$ cat config.mk
export PLATFORM = sky130hd
export DESIGN_NAME = exp_store_table
export DESIGN_NICKNAME = d
export VERILOG_FILES = /design/src/rtl/store_sequence_checker_exp_store_table.sv
export SDC_FILE = /design/constraint.sdc
export NUM_CORES = 1
export LEC_CHECK = 0
export ABC_AREA = 1
export CORE_MARGIN = 5
export CORE_UTILIZATION = 60
export DETAILED_ROUTE_END_ITERATION = 12
export PLACE_DENSITY = 0.91
export SYNTH_ARGS = -nofsm -noshare
export SYNTH_HDL_FRONTEND = slang
export SYNTH_SLANG_ARGS = --single-unit
$ cat constraint.sdc
create_clock -name CLK -period 4.55 [get_ports CLK]
set_clock_uncertainty 0.05 [all_clocks]
set_input_delay 0.455 -clock CLK [delete_from_list [all_inputs] [get_ports CLK]]
set_output_delay 0.455 -clock CLK [all_outputs]
set_load 0.01 [all_outputs]
$ cat src/rtl/store_sequence_checker_exp_store_table.sv
// Expected-store table: NUM_EXP entries of {addr, data}.
// CLK          : clock.
// we/widx/waddr/wdata : synchronous write port.
// ridx -> raddr/rdata : combinational read port.
// Storage has no reset so a table survives a checker reset and can be rerun.
module exp_store_table #(
  parameter int XLEN    = 32,
  parameter int NUM_EXP = 8,
  parameter int IDXW    = 3
) (
  input  logic            CLK,
  input  logic            we,
  input  logic [IDXW-1:0] widx,
  input  logic [XLEN-1:0] waddr,
  input  logic [XLEN-1:0] wdata,
  input  logic [IDXW-1:0] ridx,
  output logic [XLEN-1:0] raddr,
  output logic [XLEN-1:0] rdata
);
  logic [NUM_EXP-1:0][2*XLEN-1:0] mem;

  // Indices past NUM_EXP (non power-of-two sizes) are dropped on write and
  // read as zero.
  always_ff @(posedge CLK) begin
    if (we && (int'(widx) < NUM_EXP)) mem[widx] <= {waddr, wdata};
  end

  assign {raddr, rdata} = (int'(ridx) < NUM_EXP) ? mem[ridx] : '0;
endmodule

# [After elaboration in Yosys (flattened, before gate mapping)]
# Cells that the tools add are included.
[op_classes] add_sub_neg=0 n_mul=0 div=0 order_cmp=3 n_eq_ne=0 shift=0 n_mux=5 bitwise_logic=0 n_reduce_logical=1
[ops] operator="bitwise mux 512 bit" n=1
[ops] operator="binary-select mux 64 bit (select 3 bit)" n=1
[ops] operator="demux 64 bit (select 3 bit)" n=1
[ops] operator="2-to-1 mux 64 bit" n=2
[ops] operator="< comparator 3 x 4 -> 1 bit, second input constant" n=2
[ops] operator=">= comparator 3 x 1 -> 1 bit, second input constant" n=1
[ops] operator="logical AND 1 bit" n=1
[word_totals] ff_bits=512 latch_bits=0 ram_bits=0 mem_bits_ro=0 in_bits=72 out_inout_bits=64 word_cells=17 mem_count=0

# [Depth between registers and ports, before layout]
# Gate-level depths: netlist (run 1).
[logic_depth] ltp_word=5 mapped_depth=9 depth_no_buf=6

# [Worst setup path after synthesis (run 1)]
# No wires, ideal clock.
[synth_timing] kind="input port to flip-flop" from="input widx[0]" to="register mem[0] (netlist bit), enable pin" setup_ns=0.487 t_arrival_ns=3.273 required_ns=4.013 setup_slack_ns=0.741 stages=3 path_buffers=0 path_cell_list="inv_1 -> nand2_1 -> nor2_1"
[synth_lines] item="start, declared" line_no="13" source="input logic [IDXW-1:0] widx,"
[synth_lines] item="end, declared" line_no="20" source="logic [NUM_EXP-1:0][2*XLEN-1:0] mem;"

# [Worst setup path in the final report (run 1)]
[layout_timing] from="input ridx[1]" to="output rdata[13]"
[layout_between] elab_chain_cells=2
[layout_lines] item="start, declared" line_no="16" source="input logic [IDXW-1:0] ridx,"
[layout_lines] item="binary-select mux 64 bit (select 3 bit)" line_no="28" source="assign {raddr, rdata} = (int'(ridx) < NUM_EXP) ? mem[ridx] : '0;"
[layout_lines] item="2-to-1 mux 64 bit (implied by the code)" line_no="28"
[layout_lines] item="end, declared" line_no="18" source="output logic [XLEN-1:0] rdata"
# No other way between the ends. The select of a mux whose other input is x is not followed.

==> out/qor.csv, run 1 <==
metric;value;unit
hold_end;mem[303];
slowest_delay;640;ps
largest_register_ff_count;512;
cts.clk_slew.worst_paths;60;ps
syn_to_final_growth;14.5;%
drt-pass1-iter-count;7;
drv_slew;0;
max_freq;282;MHz
vias_per_cell;5.51;
avgSynthCellArea;10.0;sq um
power_leakage;11.6;nW
start_util;61.0;%
hp-start;waddr[15];
htreeDepth;2;
synth_seq_cells;512;
crit_chain;buf_4 -> inv_4 -> buf_4 -> nand3_1 -> nand2_1 -> nand2_1 -> nand2_1 -> clkdlybuf4s50_1;
critPathMaxFanout;56;
powerDensity;398;mW/mm^2
hold_viol_final;0;
coreArea;0.0367;sq mm
synth.top_cells.by_count;838 x nand2_1, 516 x inv_1, 512 x edfxtp_1;
io_pins;136;
synth_largest_area_cell;edfxtp_1;
post_cts.repair.setup_buffers;0;
final_util;69.8;%
globalRoute.totalOverflow;0;
dieArea;0.0413;sq mm
ant_nets;0;
grt_pass1_wl;83.5;mm
maxSlewHeadroom;31.2;%
grt_setup_unrepaired;false;
drc;0;
hp-class;in -> reg;
start_kind;primary input;
cts_buffers;48;
top_register;mem;
track_usage;25.8;%
io_buffers;135;
critPathSlowestCell;inv_4;
setup-violations-final;0;
holdPathStages;1;
placedCellCount;2764;
synth.net_count;2302;
grt_pass1_vias;16148;
synth_most_common_cell;nand2_1;
ys.warnings.count;0;
clock_path_buffers;3;
postCtsHoldBufs;0;
fin_crit;3550;ps
worst_pin_slew;1030;ps
syn-instance-count;2230;
cts_sinks;512;
syn_area;0.0224;sq mm
crit_arrival;3050;ps
cp-end-kind;primary output;
fin_cells;2855;
synthFlopType;edfxtp_1;
synthArstFlopShare;0;%
status;complete, no violations;
synth_edf_count;512;
yosysTopAreaCellShare;68.7;%
ir_drop;0.273;mV
drt_wl_total;53.9;mm
grt_antenna_before_repair;9;
clock-root-buffer;clkbuf_16;
finalNetCount;2418;
dieHeight;203;um
ys_seq_area_share;68.7;%
critPathRequiredTime;4050;ps
grt_start_max_net_pins;145;
drive_above_1_share;4.41;%
finalSetupTns;0;ps
die_w;203;um
num_rows;70;
vias;15736;
synth_area_leaders;edfxtp_1 69%, nand2_1 14%, inv_1 8.7%;
cts_tree;built;
dp_hpwl;29.3;mm
ys_types;12;
critPathKind;in -> out;
drt-initial-drc-count;1844;
max-cap-violations;0;
cpMostUsedCell;nand2_1;
post-route-period-util;78.1;%
gp_congestion;0.762;
ctsResizeCount;0;
detail_route.wl_per_cell;18.9;um
reg_top3;mem: 512 flops;
## cells in the final DEF, fill, tap and decap left out
cell	netlist	routed
bufinv_16	0	6
nand2_1	838	838
nor2_4	0	8
clkinvlp_4	0	1
inv_6	0	1
edfxtp_1	512	512
diode_2	0	5
buf_12	0	7
clkinv_2	0	6
clkbuf_1	7	17
buf_4	18	24
clkbuf_16	0	49
clkdlybuf4s50_1	0	132
nand3_1	256	256
clkinv_1	0	7
inv_1	516	515
clkbuf_8	0	1
inv_4	1	1
inv_2	1	1
## kinds of logic (layout without fill, tap and decap cells)
group                  after synthesis  after routing  share of synthesized area [%]
other                                0              5                              0
buffers and inverters              616            768                           11.4
AND/OR/NAND/NOR                   1102           1102                           19.9
flip-flops                         512            512                           68.7
## layer usage
metal / wire length, um / vias to the layer above / track usage (%)
li1: - / 7153 / -
met1: 18600 / 7346 / 31.2
met2: 26900 / 1004 / 44.2
met4: 2250 / 12 / 11.8
met5: 78 / - / 0
met3: 6090 / 221 / 6.03
## worst max-delay path: cells and delay by family
family	cells	cell delay [ps]
simple gates	4	520
buf+inv	4	2020
## per-stage QoR
stage | power (mW) | hold WS [ps] | area [sq um] | setup WS, ps
floorplan | 5.95 | 504 | 22400 | 741
global placement | 6.28 | 1110 | 24100 | 1220
detailed placement | 6.33 | 1140 | 24100 | 1120
CTS | 10.2 | 557 | 25600 | 1070
global route | 10.5 | 586 | 25600 | 964
finish | 10.2 | 568 | 25600 | 998
## worst max path at each step
stage	from	slack, ps	end
floorplan	widx[0]	740	mem[0]
global placement	ridx[1]	1220	rdata[12]
detailed placement	ridx[1]	1120	rdata[17]
CTS	ridx[1]	1070	rdata[13]
global route	ridx[1]	960	rdata[13]
finish	ridx[1]	1000	rdata[13]
## power breakdown
group	internal [mW]	switching [mW]
sequential	5.35	0.0386
combinational	0.308	0.556
clock	2.32	1.64
## area by class of cell
class,count,area [sq um]
antenna,5,12.5
clock buffer,66,1290
clock inverter,20,244
fill,2234,11100
inverter,518,1950
multi-input combinational,1102,4520
sequential,512,15400
tap,468,586
timing repair buffer,164,1660
No activity file was read; power rests on OpenSTA's default activity.
==> run 2: changes to the inputs <==
- CORE_UTILIZATION: 60 -> 54
- PLACE_DENSITY: 0.91 -> 0.87
- clock period: 4.55 -> 2.8 ns (I/O delays scaled with it)
==> out/qor.csv, run 2 (synthesis gave the netlist of run 1 again) <==
metric;value;unit
status;complete, no violations;
final_common_cell;nand2_1;
cts_tree;built;
fin_crit;2380;ps
crit_arrival;2050;ps
track_usage;22.4;%
pwr-share-clk;38.8;%
layout_common_cells;838 x nand2_1, 515 x inv_1, 512 x edfxtp_1, 256 x nand3_1, 132 x clkdlybuf4s50_1;
p_seq_share;52.8;%
whs;369;ps
drv_slew;0;
critPathRequiredTime;2470;ps
io_buffers;135;
cts.clk_slew.worst_paths;60;ps
grt_pass1_wl;79.7;mm
reg_top3;mem: 512 flops;
finalNetCount;2423;
drt_wl_total;51.2;mm
worst_pin_slew;702;ps
coreArea;0.0409;sq mm
dp_hpwl;28.3;mm
drt-initial-drc-count;1525;
setup-violations-final;0;
power_leakage;11.7;nW
grt_start_max_net_pins;129;
cts_sinks;512;
final_util;63.5;%
critPathMaxFanout;128;
cts_buffers;49;
globalRoute.totalOverflow;0;
powerDensity;639;mW/mm^2
drt-pass1-iter-count;5;
post_cts.repair.setup_buffers;0;
ir_drop;0.442;mV
start_kind;primary input;
endpoint;raddr[28];
clock_path_buffers;3;
grt_setup_unrepaired;false;
largest_register_ff_count;512;
crit_start;ridx[1];
p_comb_share;8.4;%
hold_viol_final;0;
sw_frac_of_total;22.1;%
post-route-period-util;85.0;%
detail_route.wl_per_cell;17.5;um
ant_nets;0;
drc;0;
gp_congestion;0.746;
dieHeight;214;um
htreeDepth;2;
ctsResizeCount;0;
clock-root-buffer;clkbuf_16;
cp-end-kind;primary output;
maxSlewHeadroom;53.2;%
fillers;2907;
die_w;214;um
vias_per_cell;5.20;
num_rows;74;
io_pins;136;
grt_pass1_vias;15410;
netSwitchingPower;3.67;mW
critPathKind;in -> out;
max_freq;420;MHz
top_register;mem;
p_int;12.9;mW
dieArea;0.0456;sq mm
postCtsHoldBufs;0;
drive_above_1_share;5.02;%
start_util;54.7;%
hp-class;in -> reg;
vias;15223;
syn_to_final_growth;16.1;%
grt_antenna_before_repair;5;
max-cap-violations;0;
[run 2: changes by cell type in the layout (fill, tap and decap cells not counted), sizes merged]
cell	before	now
clkbuf	67	60
bufinv	6	4
clkinvlp	1	3
inv	518	521
buf	31	35
clkinv	13	20
diode	5	4
[run 2: metal layers]
metal	vias up	global-route usage [%]	routed length, um
met5	-	0	60
met2	668	38.5	25900
met1	7230	28.2	19400
li1	7162	-	-
met4	8	8.84	1610
met3	155	4.71	4210
[run 2: critical path: stages]
cell	delay, ps
buf_4	110
buf_12	510
nand3_1	190
nand2_1	120
nand2_1	70
nand2_1	140
clkdlybuf4s50_1	560
[run 2: power groups by stage]
stage,sequential (mW),clock [mW],combinational [mW]
floorplan,8.91,0,0.750
global placement,8.90,0,1.33
detailed placement,8.92,0,1.39
CTS,8.76,6.51,1.40
global route,8.77,6.84,1.54
finish,8.76,6.44,1.40
[run 2: metrics by stage]
stage                     setup slack (ps)  setup TNS, ps  total power [mW]  area (sq um)  cells
after floorplan                       -833        -266440              9.66         22400   2230
after global placement                 491              0              10.2         24400   2832
after detailed placement               464              0              10.3         24400   2832
after CTS                              444              0              16.7         26000   2921
after global routing                   353              0              17.2         26000   2922
final                                  421              0              16.6         26000   2925
[run 2: how the worst min path moves through the flow]
stage	from	end	cells past startpoint
finish	wdata[8]	mem[200]	1
global route	wdata[8]	mem[72]	1
CTS	wdata[8]	mem[456]	1
detailed placement	wdata[14]	mem[78]	1
global placement	wdata[13]	mem[461]	1
floorplan	wdata[0]	mem[0]	0
[run 2: final cells by class]
type	count	area, sq um	area share (%)
multi-input combinational	1102	4520	17.4
clock inverter	30	259	0.997
tap	532	666	2.56
inverter	518	1950	7.51
timing repair buffer	168	1900	7.31
clock buffer	59	1310	5.03
antenna	4	10.0	0.0385
sequential	512	15400	59.2
